`src/rtl/ex_muldiv.sv`:
```
// ex_muldiv: iterative multiply/divide unit for the EX stage.
//
// Executes MULT/MULTU/DIV/DIVU in 32 iterations (shift-add multiply,
// restoring divide) and owns the architectural HI/LO registers. MTHI/MTLO
// write HI/LO in a single cycle.
//
// Ports:
//   clk       in   clock, rising edge
//   rst       in   synchronous active-high reset
//   start     in   EX holds a valid HI/LO-class instruction
//   annul     in   EX instruction is flushed this cycle (masks start)
//   op        in   000 MULT, 001 MULTU, 010 DIV, 011 DIVU, 100 MTHI, 101 MTLO, 11x no-op
//   src_a     in   rs operand (post-forwarding)
//   src_b     in   rt operand (post-forwarding)
//   stall     out  hold the front of the pipeline, bubble into EX/MEM
//   busy      out  iteration in progress (state BUSY)
//   hi, lo    out  HI/LO registers
//   dbgState  out  FSM state for observation (0 IDLE, 1 BUSY, 2 DONE)
//
// Handshake: start is a qualified request sampled only in IDLE; when it is
// accepted as a mul/div, stall rises combinationally in the same cycle and
// stays high until the result has been written to HI/LO.
module ex_muldiv (
  input  logic        clk,
  input  logic        rst,
  input  logic        start,
  input  logic        annul,
  input  logic [2:0]  op,
  input  logic [31:0] src_a,
  input  logic [31:0] src_b,
  output logic        stall,
  output logic        busy,
  output logic [31:0] hi,
  output logic [31:0] lo,
  output logic [1:0]  dbgState
);

  typedef enum logic [1:0] {
    IDLE = 2'd0,
    BUSY = 2'd1,
    DONE = 2'd2
  } stateT;

  stateT       state;
  stateT       stateNext;

  logic [4:0]  cnt;
  logic        isDiv;
  logic        negQ;
  logic        negR;
  logic        divZero;
  logic [31:0] rawA;     // dividend as presented, returned in HI on divide by zero
  logic [31:0] operand;  // multiplicand magnitude (mul) or divisor magnitude (div)
  logic [63:0] work;     // mul: product:multiplier, div: remainder:quotient

  logic        acc;
  logic        isMulDiv;
  logic        signedOp;
  logic        aNeg;
  logic        bNeg;
  logic [31:0] magA;
  logic [31:0] magB;

  logic [32:0] mulSum;
  logic [63:0] mulNext;
  logic [64:0] shifted;
  logic [32:0] divDiff;
  logic [63:0] divNext;
  logic [63:0] workNext;
  logic [63:0] mulRes;
  logic [31:0] resHi;
  logic [31:0] resLo;

  assign acc      = start & ~annul & (state == IDLE);
  assign isMulDiv = ~op[2];
  assign signedOp = ~op[0];
  assign aNeg     = signedOp & src_a[31];
  assign bNeg     = signedOp & src_b[31];
  assign magA     = aNeg ? -src_a : src_a;
  assign magB     = bNeg ? -src_b : src_b;

  assign stall    = ((state == IDLE) & acc & isMulDiv) | (state == BUSY);
  assign busy     = (state == BUSY);
  assign dbgState = state;

  // One iteration of either algorithm, plus the final result fixups.
  always_comb begin
    mulSum   = {1'b0, work[63:32]} + {1'b0, operand};
    mulNext  = work[0] ? {mulSum, work[31:1]} : {1'b0, work[63:1]};

    // Restoring divide: the shifted partial remainder can reach 33 bits,
    // so the trial subtraction is 33 bits wide and its MSB is the borrow.
    shifted  = {work, 1'b0};
    divDiff  = shifted[64:32] - {1'b0, operand};
    divNext  = divDiff[32] ? shifted[63:0]
                           : {divDiff[31:0], shifted[31:1], 1'b1};

    workNext = isDiv ? divNext : mulNext;

    mulRes   = negQ ? -workNext : workNext;
    resHi    = mulRes[63:32];
    resLo    = mulRes[31:0];
    if (isDiv) begin
      if (divZero) begin
        resHi = rawA;
        resLo = 32'hFFFF_FFFF;
      end else begin
        resLo = negQ ? -workNext[31:0]  : workNext[31:0];
        resHi = negR ? -workNext[63:32] : workNext[63:32];
      end
    end
  end

  always_comb begin
    stateNext = state;
    case (state)
      IDLE:    if (acc && isMulDiv) stateNext = BUSY;
      BUSY:    if (cnt == 5'd0) stateNext = DONE;
      DONE:    stateNext = IDLE;
      default: stateNext = IDLE;
    endcase
  end

  always_ff @(posedge clk) begin
    if (rst) begin
      state   <= IDLE;
      cnt     <= 5'd0;
      isDiv   <= 1'b0;
      negQ    <= 1'b0;
      negR    <= 1'b0;
      divZero <= 1'b0;
      rawA    <= 32'd0;
      operand <= 32'd0;
      work    <= 64'd0;
      hi      <= 32'd0;
      lo      <= 32'd0;
    end else begin
      state <= stateNext;
      case (state)
        IDLE: begin
          if (acc) begin
            if (isMulDiv) begin
              isDiv   <= op[1];
              negQ    <= aNeg ^ bNeg;
              negR    <= op[1] & aNeg;
              divZero <= op[1] & (src_b == 32'd0);
              rawA    <= src_a;
              operand <= op[1] ? magB : magA;
              work    <= op[1] ? {32'd0, magA} : {32'd0, magB};
              cnt     <= 5'd31;
            end else if (op == 3'b100) begin
              hi <= src_a;
            end else if (op == 3'b101) begin
              lo <= src_a;
            end
          end
        end
        BUSY: begin
          work <= workNext;
          if (cnt == 5'd0) begin
            hi <= resHi;
            lo <= resLo;
          end else begin
            cnt <= cnt - 5'd1;
          end
        end
        default: ;
      endcase
    end
  end

endmodule

```
`config.mk`:
```
export PLATFORM = sky130hd
export DESIGN_NAME = ex_muldiv
export DESIGN_NICKNAME = d
export VERILOG_FILES = /design/src/rtl/ex_muldiv.sv
export SDC_FILE = /design/constraint.sdc
export NUM_CORES = 1
export LEC_CHECK = 0
export ABC_AREA = 1
export ABC_CLOCK_PERIOD_IN_PS = 4400
export BUFFER_PORTS_ARGS = -buffer_cell sky130_fd_sc_hd__buf_2
export CORE_MARGIN = 3
export CORE_UTILIZATION = 35
export DETAILED_ROUTE_END_ITERATION = 10
export HOLD_SLACK_MARGIN = 0.05
export PLACE_DENSITY = 0.53
export SLEW_MARGIN = 20
export SYNTH_ARGS = -nofsm -noshare
export SYNTH_HDL_FRONTEND = slang
export SYNTH_SLANG_ARGS = --single-unit
export TNS_END_PERCENT = 30
```
`constraint.sdc`:
```
create_clock -name clk -period 4.4 [get_ports clk]
set_clock_uncertainty 0.15 [all_clocks]
set_input_delay 0.22 -clock clk [delete_from_list [all_inputs] [get_ports clk]]
set_output_delay 0.22 -clock clk [all_outputs]
set_load 0.1 [all_outputs]
```
==> Yosys cells after proc, flatten, opt, wreduce, memory -nomap -nowiden <==
Index checks and enable logic that the tools add are counted.
{ "op_classes": {"n_reduce_logical": 11, "muxes": 35, "add_sub_neg": 8, "n_eq_ne": 12, "bitwise_logic": 13} }
{ "ops": {"columns": ["operator", "n"], "rows": [
  ["$mux W32", 19],
  ["$mux W64", 6],
  ["$neg A32 Y32", 4],
  ["$pmux W32 S2", 2],
  ["$pmux W64 S2", 1],
  ["$neg A64 Y64", 1],
  ["$add A32 B32 Y33", 1],
  ["$sub A33 B32 Y33", 1],
  ["$logic_not A32 Y1", 1],
  ["$mux W5", 3],
  ["$ne A2 B2 Y1 const B", 5],
  ["$pmux W5 S2", 1],
  ["$and A1 B1 Y1", 8],
  ["$ne A2 B1 Y1 const B", 4],
  ["$eq A3 B3 Y1 const B", 2],
  ["$reduce_and A3 Y1", 2],
  ["$reduce_and A6 Y1", 1],
  ["$logic_not A5 Y1", 1],
  ["$reduce_and A5 Y1", 1],
  ["$sub A5 B1 Y5 const B", 1],
  ["$mux W2", 2],
  ["$pmux W2 S2", 1],
  ["$reduce_and A4 Y1", 1],
  ["$not A1 Y1", 3],
  ["other kinds (7)", 7]
]} }
{ "totals": {"elab_cells": 90, "out_inout_bits": 68, "ff_bits": 203, "in_bits": 71} }

==> Longest topological paths before layout <==
Gate-level depths: netlist of the first run.
{ "depth": {"depth_word": 9, "ltp_mapped": 34, "ltp_nobuf": 33} }

==> Worst setup path before layout of the first run <==
OpenSTA, ideal clock, no wires.
{ "synth_path": {"path_type": "register -> register", "from": "reg work[31]", "to": "reg hi[26]", "path_slack_ps": 240, "synth_period_minus_slack_ps": 4160, "required_time_ps": 4179, "n_path_buf": 1, "path_stages_with_launch": 34, "arrival_ps": 3939, "setup_ps": 71, "cell_sequence": "dfxtp_1 > inv_1 > ha_1 > inv_1 > fa_1 > nand2_1 > nand2_1 > nand3_2 > nand2_2 > nand2_1 > nand2_2 > nand2_2 > nand3_2 > buf_6 > nand3_4 > nand2_1 > inv_1 > ha_1 > nor3b_1 > nand2_1 > nor2_4 > nand4_2 > nor2_4 > nand3_2 > nor2_4 > nand2_2 > o21ai_2 > a21boi_4 > nand3_1 > nand2_1 > nand3_1 > nand2_1 > nand2_1 > a21oi_1"} }
{ "synth_between": {"elab_chain_cells": 9, "word_cells_on_any_way": 12, "cone_classes": "3 x add/sub; 9 x mux"} }
{ "synth_rtl": {"columns": ["element", "line", "text"], "rows": [
  ["start: declaration", "54", "logic [63:0] work;"],
  ["start signal: assignment", "149", "work <= op[1] ? {32'd0, magA} : {32'd0, magB};"],
  ["start signal: assignment", "159", "work <= workNext;"],
  ["$sub A33 B32 Y33", "94", "divDiff = shifted[64:32] - {1'b0, operand};"],
  ["$mux W64", "95", "divNext = divDiff[32] ? shifted[63:0]"],
  ["$mux W64 (*)", "98", "workNext = isDiv ? divNext : mulNext;"],
  ["$neg A32 Y32", "109", "resHi = negR ? -workNext[63:32] : workNext[63:32];"],
  ["$mux W32", "109", null],
  ["$mux W32", "104", "if (divZero) begin"],
  ["$mux W32 (*)", "103", "if (isDiv) begin"],
  ["$mux W32 (*)", "160", "if (cnt == 5'd0) begin"],
  ["$pmux W32 S2 (*)", "139", "case (state)"],
  ["end signal: assignment", "152", "hi <= src_a;"],
  ["end signal: assignment", "161", "hi <= resHi;"],
  ["end: declaration", "33", "output logic [31:0] hi,"]
]} }
Mark *: on every way between the ends. The rest lies on a longest branch, timed or not. The select of a mux whose other input is x is not followed.
A chain may end at the register's enable or synchronous reset.

==> Worst setup path after layout of the first run <==
Ends and elaborated chain as after synthesis.

==> run_results.csv, run 1 <==
group,metric,value,unit
timing,final_hold_viol_count,0,
min_path,hold_class,"primary input to register",
final_layout,nNetsFinal,3875,
route,ant_nets,0,
critical_path,critPathLaunchType,"register",
critical_path,worst_path_most_repeated_cell,"nand2_2",
synth,synth.distinct_cells,61,
grt,grt_use_total,0.321,
critical_path,cp_data_arrival_time,4.60,ns
synth,synth_edf_count,0,
placed_design,port_buffers,138,
power,power,7.60,mW
synth,synthTopCellsByArea,"dfxtp_1, nand2_1, inv_1",
final_layout,drive_gt1_frac,0.149,
synth,netlist.area_leader.share,0.203,
synth,syn_area,0.0200,mm2
clock_tree,path_clk_slew,0.06,ns
die,die_h,245,um
die,start_util,0.358,
grt,grt_antenna_before_repair,1,
critical_path,path_max_fanout,6,
power,ir_worst_vdd,0.000309,V
status,status,"complete, no violations",
synth,syn_inst,3489,
synth,async_reset_ff_frac,0,
synth,synth.net_count,3632,
synth,ys_ff_latch,203,
die,die-area,0.0600,mm2
synth,yosys.area.top_type,"dfxtp_1",
final_layout,multi_input_area,0.0136,mm2
final_layout,fillers,6290,
clock_tree,root_buffer,"clkbuf_16",
power,powerDensity,316,mW/mm2
route,viasPerCell,5.39,
final_layout,final_common_cell,"nand2_1",
final_layout,fin_cells,4502,
clock_tree,cts-buffers-inserted,26,
critical_path,crit_start,"work[31]",
clock_tree,clk-insertion-delay-late,0.58,ns
timing,drv_slew,0,
placed_design,dpl.cell_count,4392,
synth,ys_warn_count,0,
critical_path,slowest_delay,0.38,ns
route,dr.pass1.iters,6,
timing,setup_viol,0,
final_layout,ff_latch_area,0.00408,mm2
critical_path,crit_type,"register to register",
grt,first_global_vias,22451,
final_layout,layout_common_cells,"nand2_1, inv_1, nor2_1",
clock_tree,cts_sinks,203,
route,routed_wl,99.5,mm
clock_tree,htreeDepth,1,
die,rows,86,
route,drc,0,
synth,syn_avg_cell_area,5.72,um2
timing,slew_headroom,0.304,
synth,yosysSeqAreaShare,0.203,
clock_tree,cts_buffer_depth,3,
placed_design,gp_congestion,1.03,
synth,ys.flop_type,"dfxtp_1",
grt,grt.overflow.total,0,
clock_tree,cts_tree,"yes",
route,drt-wirelength-per-cell,22.1,um
timing,clock.fmax,236,MHz
timing,fin_crit,4.23,ns
critical_path,r2r-start,"work[31]",
run,drv_cap,0,
critical_path,cp-end-kind,"register",
final_layout,area_growth,20.2,%
grt,grt_max_degree,88,
die,die-width,245,um
critical_path,cp_slowest_cell,"fa_2",
die,coreArea,0.0557,mm2
timing,period_share,0.961,
power,power.leakage,12.3,nW
placed_design,hpwl,79.8,mm
critical_path,cp.required,4.77,ns
timing,rsz0062_at_grt,"yes",
timing,tightest_slew,1.04,ns
min_path,hold_start,"src_b[12]",
route,via_count,24244,
die,ios,139,
route,first_iter_violations,2488,
grt,grt_pass1_wl,145,mm
## report_power, final
group          switching [mW]  total (mW)  leakage (nW)  internal (mW)
sequential             0.0694        2.00          1.65           1.93
combinational            2.40        3.40          10.3           1.01
clock                   0.962        2.19         0.412           1.23
## cell families (layout without fill, tap and decap cells)
group	Yosys count	count (layout)	synth area share
flip-flops	203	203	0.203
XOR/XNOR	102	102	0.0447
other	0	2	0
buffers and inverters	677	940	0.134
adder cells (fa/ha/maj)	72	72	0.0459
AO/OA/AOI/OAI	626	626	0.185
AND/OR/NAND/NOR	1809	1809	0.387
## final cells by class
cell class	count	area share
well taps	748	0.0390
multi-input cells	2609	0.568
clock buffers	39	0.0325
clock inverters	9	0.00313
flip-flops and latches	203	0.170
repair buffers	355	0.103
diodes	2	0.000208
inverters	537	0.0840
## worst max-delay path, delay by kind of cell, from the launching register on
| kind | cells | cell delay [ns] |
|---|---|---|
| simple gates | 23 | 2.31 |
| fa+ha+maj | 3 | 0.62 |
| compound gates | 3 | 0.60 |
| flops | 1 | 0.32 |
| buf+inv | 3 | 0.19 |
## state kept, by name, summed over array words and instances, names as in the netlist
| name | count |
|---|---|
| dbgState | 2 |
| work | 64 |
| divZero | 1 |
| lo | 32 |
| negR | 1 |
| cnt | 5 |
| hi | 32 |
| negQ | 1 |
| isDiv | 1 |
| operand | 32 |
| rawA | 32 |
## stage by stage
| step | cell area [um2] | hold WS [ns] | TNS (ns) | utilization | setup WS (ns) |
|---|---|---|---|---|---|
| floorplan | 20000 | 0.219 | 0 | - | 0.240 |
| global placement | 22200 | 0.318 | 0 | 0.398 | 0.0298 |
| detailed placement | 22200 | 0.325 | -0.122 | 0.398 | -0.0647 |
| CTS | 23500 | 0.0563 | 0 | 0.422 | 0.0224 |
| global route | 24000 | 0.117 | -0.431 | 0.431 | -0.106 |
| finish | 24000 | 0.0745 | 0 | 0.431 | 0.170 |
## what timing repair did
action	in CTS	in global routing
setup buffers	0	11
endpoints found under the setup margin	3	34
endpoints found under the hold margin	64	0
gates resized for setup	1	76
pin swaps	0	23
hold buffers	49	0
## per-layer routing
metal / global-route usage / vias to the layer above / part of all wire
met5: 0 / - / 0.00011
met4: 0.172 / 2 / 0.063
met3: 0.0459 / 240 / 0.084
met2: 0.505 / 1184 / 0.43
met1: 0.426 / 11110 / 0.42
li1: - / 11708 / -
## synth_stat cells (17+ instances only)
master	number
a31oi_1	17
nand4_1	31
o21ai_0	211
nor2_1	349
clkbuf_1	91
o22ai_1	52
nor2_2	33
inv_1	523
buf_1	20
o21ai_1	19
nor3_1	49
o211ai_1	26
xnor2_1	26
nand2_1	1013
a21oi_1	183
dfxtp_1	203
nand2_2	38
nand3_1	225
xor2_1	76
ha_1	70
## final timing paths
| path | endpoint | depth (start not counted) | slack [ns] |
|---|---|---|---|
| max | hi[26] | 32 | 0.17 |
| min | work[12] | 5 | 0.07 |
| max reg2reg | hi[26] | 32 | 0.17 |
| min reg2reg | cnt[4] | 2 | 0.33 |
Note: power is estimated with default switching activity, not from simulation.
==> run 2: changes to the inputs <==
--- a/config.mk
+++ b/config.mk
@@ -5,7 +5,6 @@
 export SDC_FILE = /design/constraint.sdc
 export NUM_CORES = 1
 export LEC_CHECK = 0
-export ABC_AREA = 1
 export ABC_CLOCK_PERIOD_IN_PS = 4400
 export BUFFER_PORTS_ARGS = -buffer_cell sky130_fd_sc_hd__buf_2
 export CORE_MARGIN = 3
==> run 2 against run 1 <==
- the flow now finishes with violations (setup timing)
- non-clock buffer count is 312 higher
- final cell count is 19% lower
- flip-flop and latch count stayed put
- sequential power is 2% lower
- global-route usage is 0.22 points lower
- sequential share of layout area is 0.11 points lower
- first-iteration DRC count is 8.1% lower
- utilization is 6.1 points higher
- maximum frequency is 14% lower
- via count is 12% lower
- routed wire length is 12% lower
- register-to-register slack worse by 0.67 ns
- critical path type unchanged
==> run_results.csv, run 2 <==
group,metric,value,unit
status,violations,"setup timing",
clock_tree,htreeDepth,1,
power,power.leakage,10.1,nW
synth,syn_inst,2434,
power,powerDensity,280,mW/mm2
synth,synth.distinct_cells,98,
final_layout,ff_latch_area,0.00408,mm2
final_layout,drive_gt1_frac,0.285,
synth,synth_edf_count,0,
synth,post-synth-top-count-cell,"nand2_1",
timing,tightest_slew,1.18,ns
placed_design,gp_congestion,1.00,
route,drc,0,
grt,grt_antenna_before_repair,3,
synth,yosysSeqAreaShare,0.232,
final_layout,multi_input_area,0.0132,mm2
route,ant_nets,0,
status,status,"finished, violations left",
timing,drv_slew,0,
run,drv_cap,0,
synth,ys_warn_count,0,
final_layout,fin_cells,3650,
critical_path,crit_type,"register to register",
synth,netlist.area_leader.share,0.232,
synth,synthTopCellsByArea,"dfxtp_1, nand2_1, a21oi_1",
grt,grt.overflow.total,0,
grt,first_global_vias,20644,
critical_path,r2r-end,"hi[30]",
die,die-width,230,um
synth,syn_area,0.0175,mm2
synth,ys_ff_latch,203,
die,die-area,0.0527,mm2
critical_path,r2r_cells,17,
route,first_iter_violations,2287,
final_layout,final_area,0.0242,mm2
clock_tree,path_clk_slew,0.06,ns
final_layout,fillers,4989,
synth,synth.net_count,2577,
final_layout,top_register,"work",
placed_design,port_buffers,138,
die,coreArea,0.0492,mm2
synth,syn_avg_cell_area,7.18,um2
critical_path,r2r_slack,-0.50,ns
critical_path,path_max_fanout,12,
clock_tree,cts_tree,"yes",
critical_path,cp.required,4.70,ns
grt,grt_use_total,0.319,
min_path,hold_class,"primary input to register",
critical_path,crit_start,"operand[25]",
placed_design,dpl.cell_count,3501,
grt,grt_pass1_wl,129,mm
timing,final_hold_viol_count,0,
grt,grt_max_degree,94,
clock_tree,root_buffer,"clkbuf_16",
synth,async_reset_ff_frac,0,
die,die_h,230,um
clock_tree,cts-buffers-inserted,26,
synth,yosys.area.top_type,"dfxtp_1",
timing,fin_crit,4.90,ns
die,start_util,0.356,
timing,rsz0062_at_grt,"yes",
clock_tree,clk-insertion-delay-late,0.58,ns
timing,slew_headroom,0.207,
route,routed_wl,88.0,mm
critical_path,r2r-start,"operand[25]",
route,dr.pass1.iters,7,
critical_path,endpoint,"hi[30]",
final_layout,finish.utilization,0.492,
clock_tree,cts_sinks,203,
timing,period_share,1.11,
synth,netlist_top_cells_count,"nand2_1, a21oi_1, dfxtp_1",
timing,setup_viol,30,
final_layout,nNetsFinal,3107,
route,drt-wirelength-per-cell,24.1,um
die,rows,81,
critical_path,cp-end-kind,"register",
timing,layout_setup_ws,-0.503,ns
timing,setup_tns,-7.51,ns
final_layout,final_common_cell,"buf_4",
die,ios,139,
critical_path,critPathLaunchType,"register",
synth,ys.flop_type,"dfxtp_1",
placed_design,post_dp_cell_area,0.0217,mm2
route,viasPerCell,5.83,
timing,clock.fmax,204,MHz
final_layout,area_growth,38.3,%
final_layout,largest_reg_flops,64,
critical_path,cp_data_arrival_time,5.20,ns
power,ir_worst_vdd,0.000273,V
route,via_count,21280,
clock_tree,cts_buffer_depth,3,
final_layout,layout_common_cells,"buf_4, nand2_1, a21oi_1",
placed_design,hpwl,68.2,mm
==> run 2: cell count changes after synthesis, sizes merged, moves of 38 or more <==
cell    delta
a21oi     +57
clkbuf    +38
nor2     -191
o21ai     -40
nand2    -696
xnor2     +65
inv      -463
nand3    -197
==> run 2: area by class of cell <==
type                            count  share of cell area
Antenna cell                        2            0.000207
Clock buffer                       33              0.0305
Clock inverter                     15             0.00652
Inverter                           75              0.0116
Multi-Input combinational cell   1991               0.547
Sequential cell                   203               0.169
Tap cell                          664              0.0344
Timing Repair Buffer              667               0.201
==> run 2: layer usage <==
metal / up-vias / GRT usage / routed length, um
met5: - / 0 / 0
met4: 0 / 0.168 / 5690
met3: 224 / 0.0556 / 6850
met2: 983 / 0.532 / 40800
met1: 10113 / 0.393 / 34600
li1: 9960 / - / -
==> run 2: how the worst min path moves through the flow <==
stage                     startpoint          to  slack (ns)  cells past startpoint
after global routing        src_b[5]  operand[5]        0.09                      5
after CTS                   src_b[2]  operand[2]        0.05                      6
final                       src_b[7]     work[7]        0.06                      5
after global placement         hi[0]       hi[0]        0.29                      2
after detailed placement    rawA[15]    rawA[15]        0.29                      2
after floorplan             src_a[0]     rawA[0]        0.21                      2
==> run 2: cells by family (layout without fill, tap and decap cells) <==
family | Yosys count | after routing | synth area share
compound gates | 856 | 856 | 0.317
xor+xnor | 175 | 175 | 0.0877
fa+ha+maj | 72 | 72 | 0.0524
buf+inv | 240 | 790 | 0.0539
flops | 203 | 203 | 0.232
mux | 66 | 66 | 0.0401
other cells | 0 | 2 | 0
simple gates | 822 | 822 | 0.216
==> run 2: worst max-delay path, stage by stage (launching register included) <==
cell	delay [ns]
dfxtp_1	0.33
inv_1	0.05
ha_2	0.38
nand4_4	0.19
o221ai_4	0.25
a31oi_1	0.10
o211a_2	0.35
a211o_1	0.39
buf_4	0.16
buf_4	0.17
or4b_1	0.55
o211ai_2	0.22
and3_4	0.24
nand3_4	0.09
or4b_4	0.51
mux2_4	0.32
a221oi_2	0.24
nor2_1	0.08
==> run 2: report_power, final <==
group | switching, mW | leakage, nW | total, mW | internal, mW
sequential | 0.0536 | 1.65 | 1.96 | 1.91
combinational | 1.56 | 8.04 | 2.54 | 0.975
clock | 0.969 | 0.432 | 2.28 | 1.31
total | 2.58 | 10.1 | 6.78 | 4.20
==> run 2: metrics by stage <==
stage               power (mW)  setup WS [ns]  hold WS [ns]
finish                    6.78         -0.503        0.0636
global route              7.01         -0.691        0.0866
CTS                       6.59         -0.429        0.0512
detailed placement        4.20         -0.643         0.293
global placement          4.20         -0.645         0.290
floorplan                 3.30         -0.660         0.206
==> run 2: repair_timing <==
action / 4_1_cts / 5_1_grt
pin swaps: 16 / 55
buffers inserted: 32 / 24
hold buffers: 45 / 0
endpoints found under the setup margin: 30 / 38
resized for setup: 49 / 94
endpoints found under the hold margin: 85 / 0
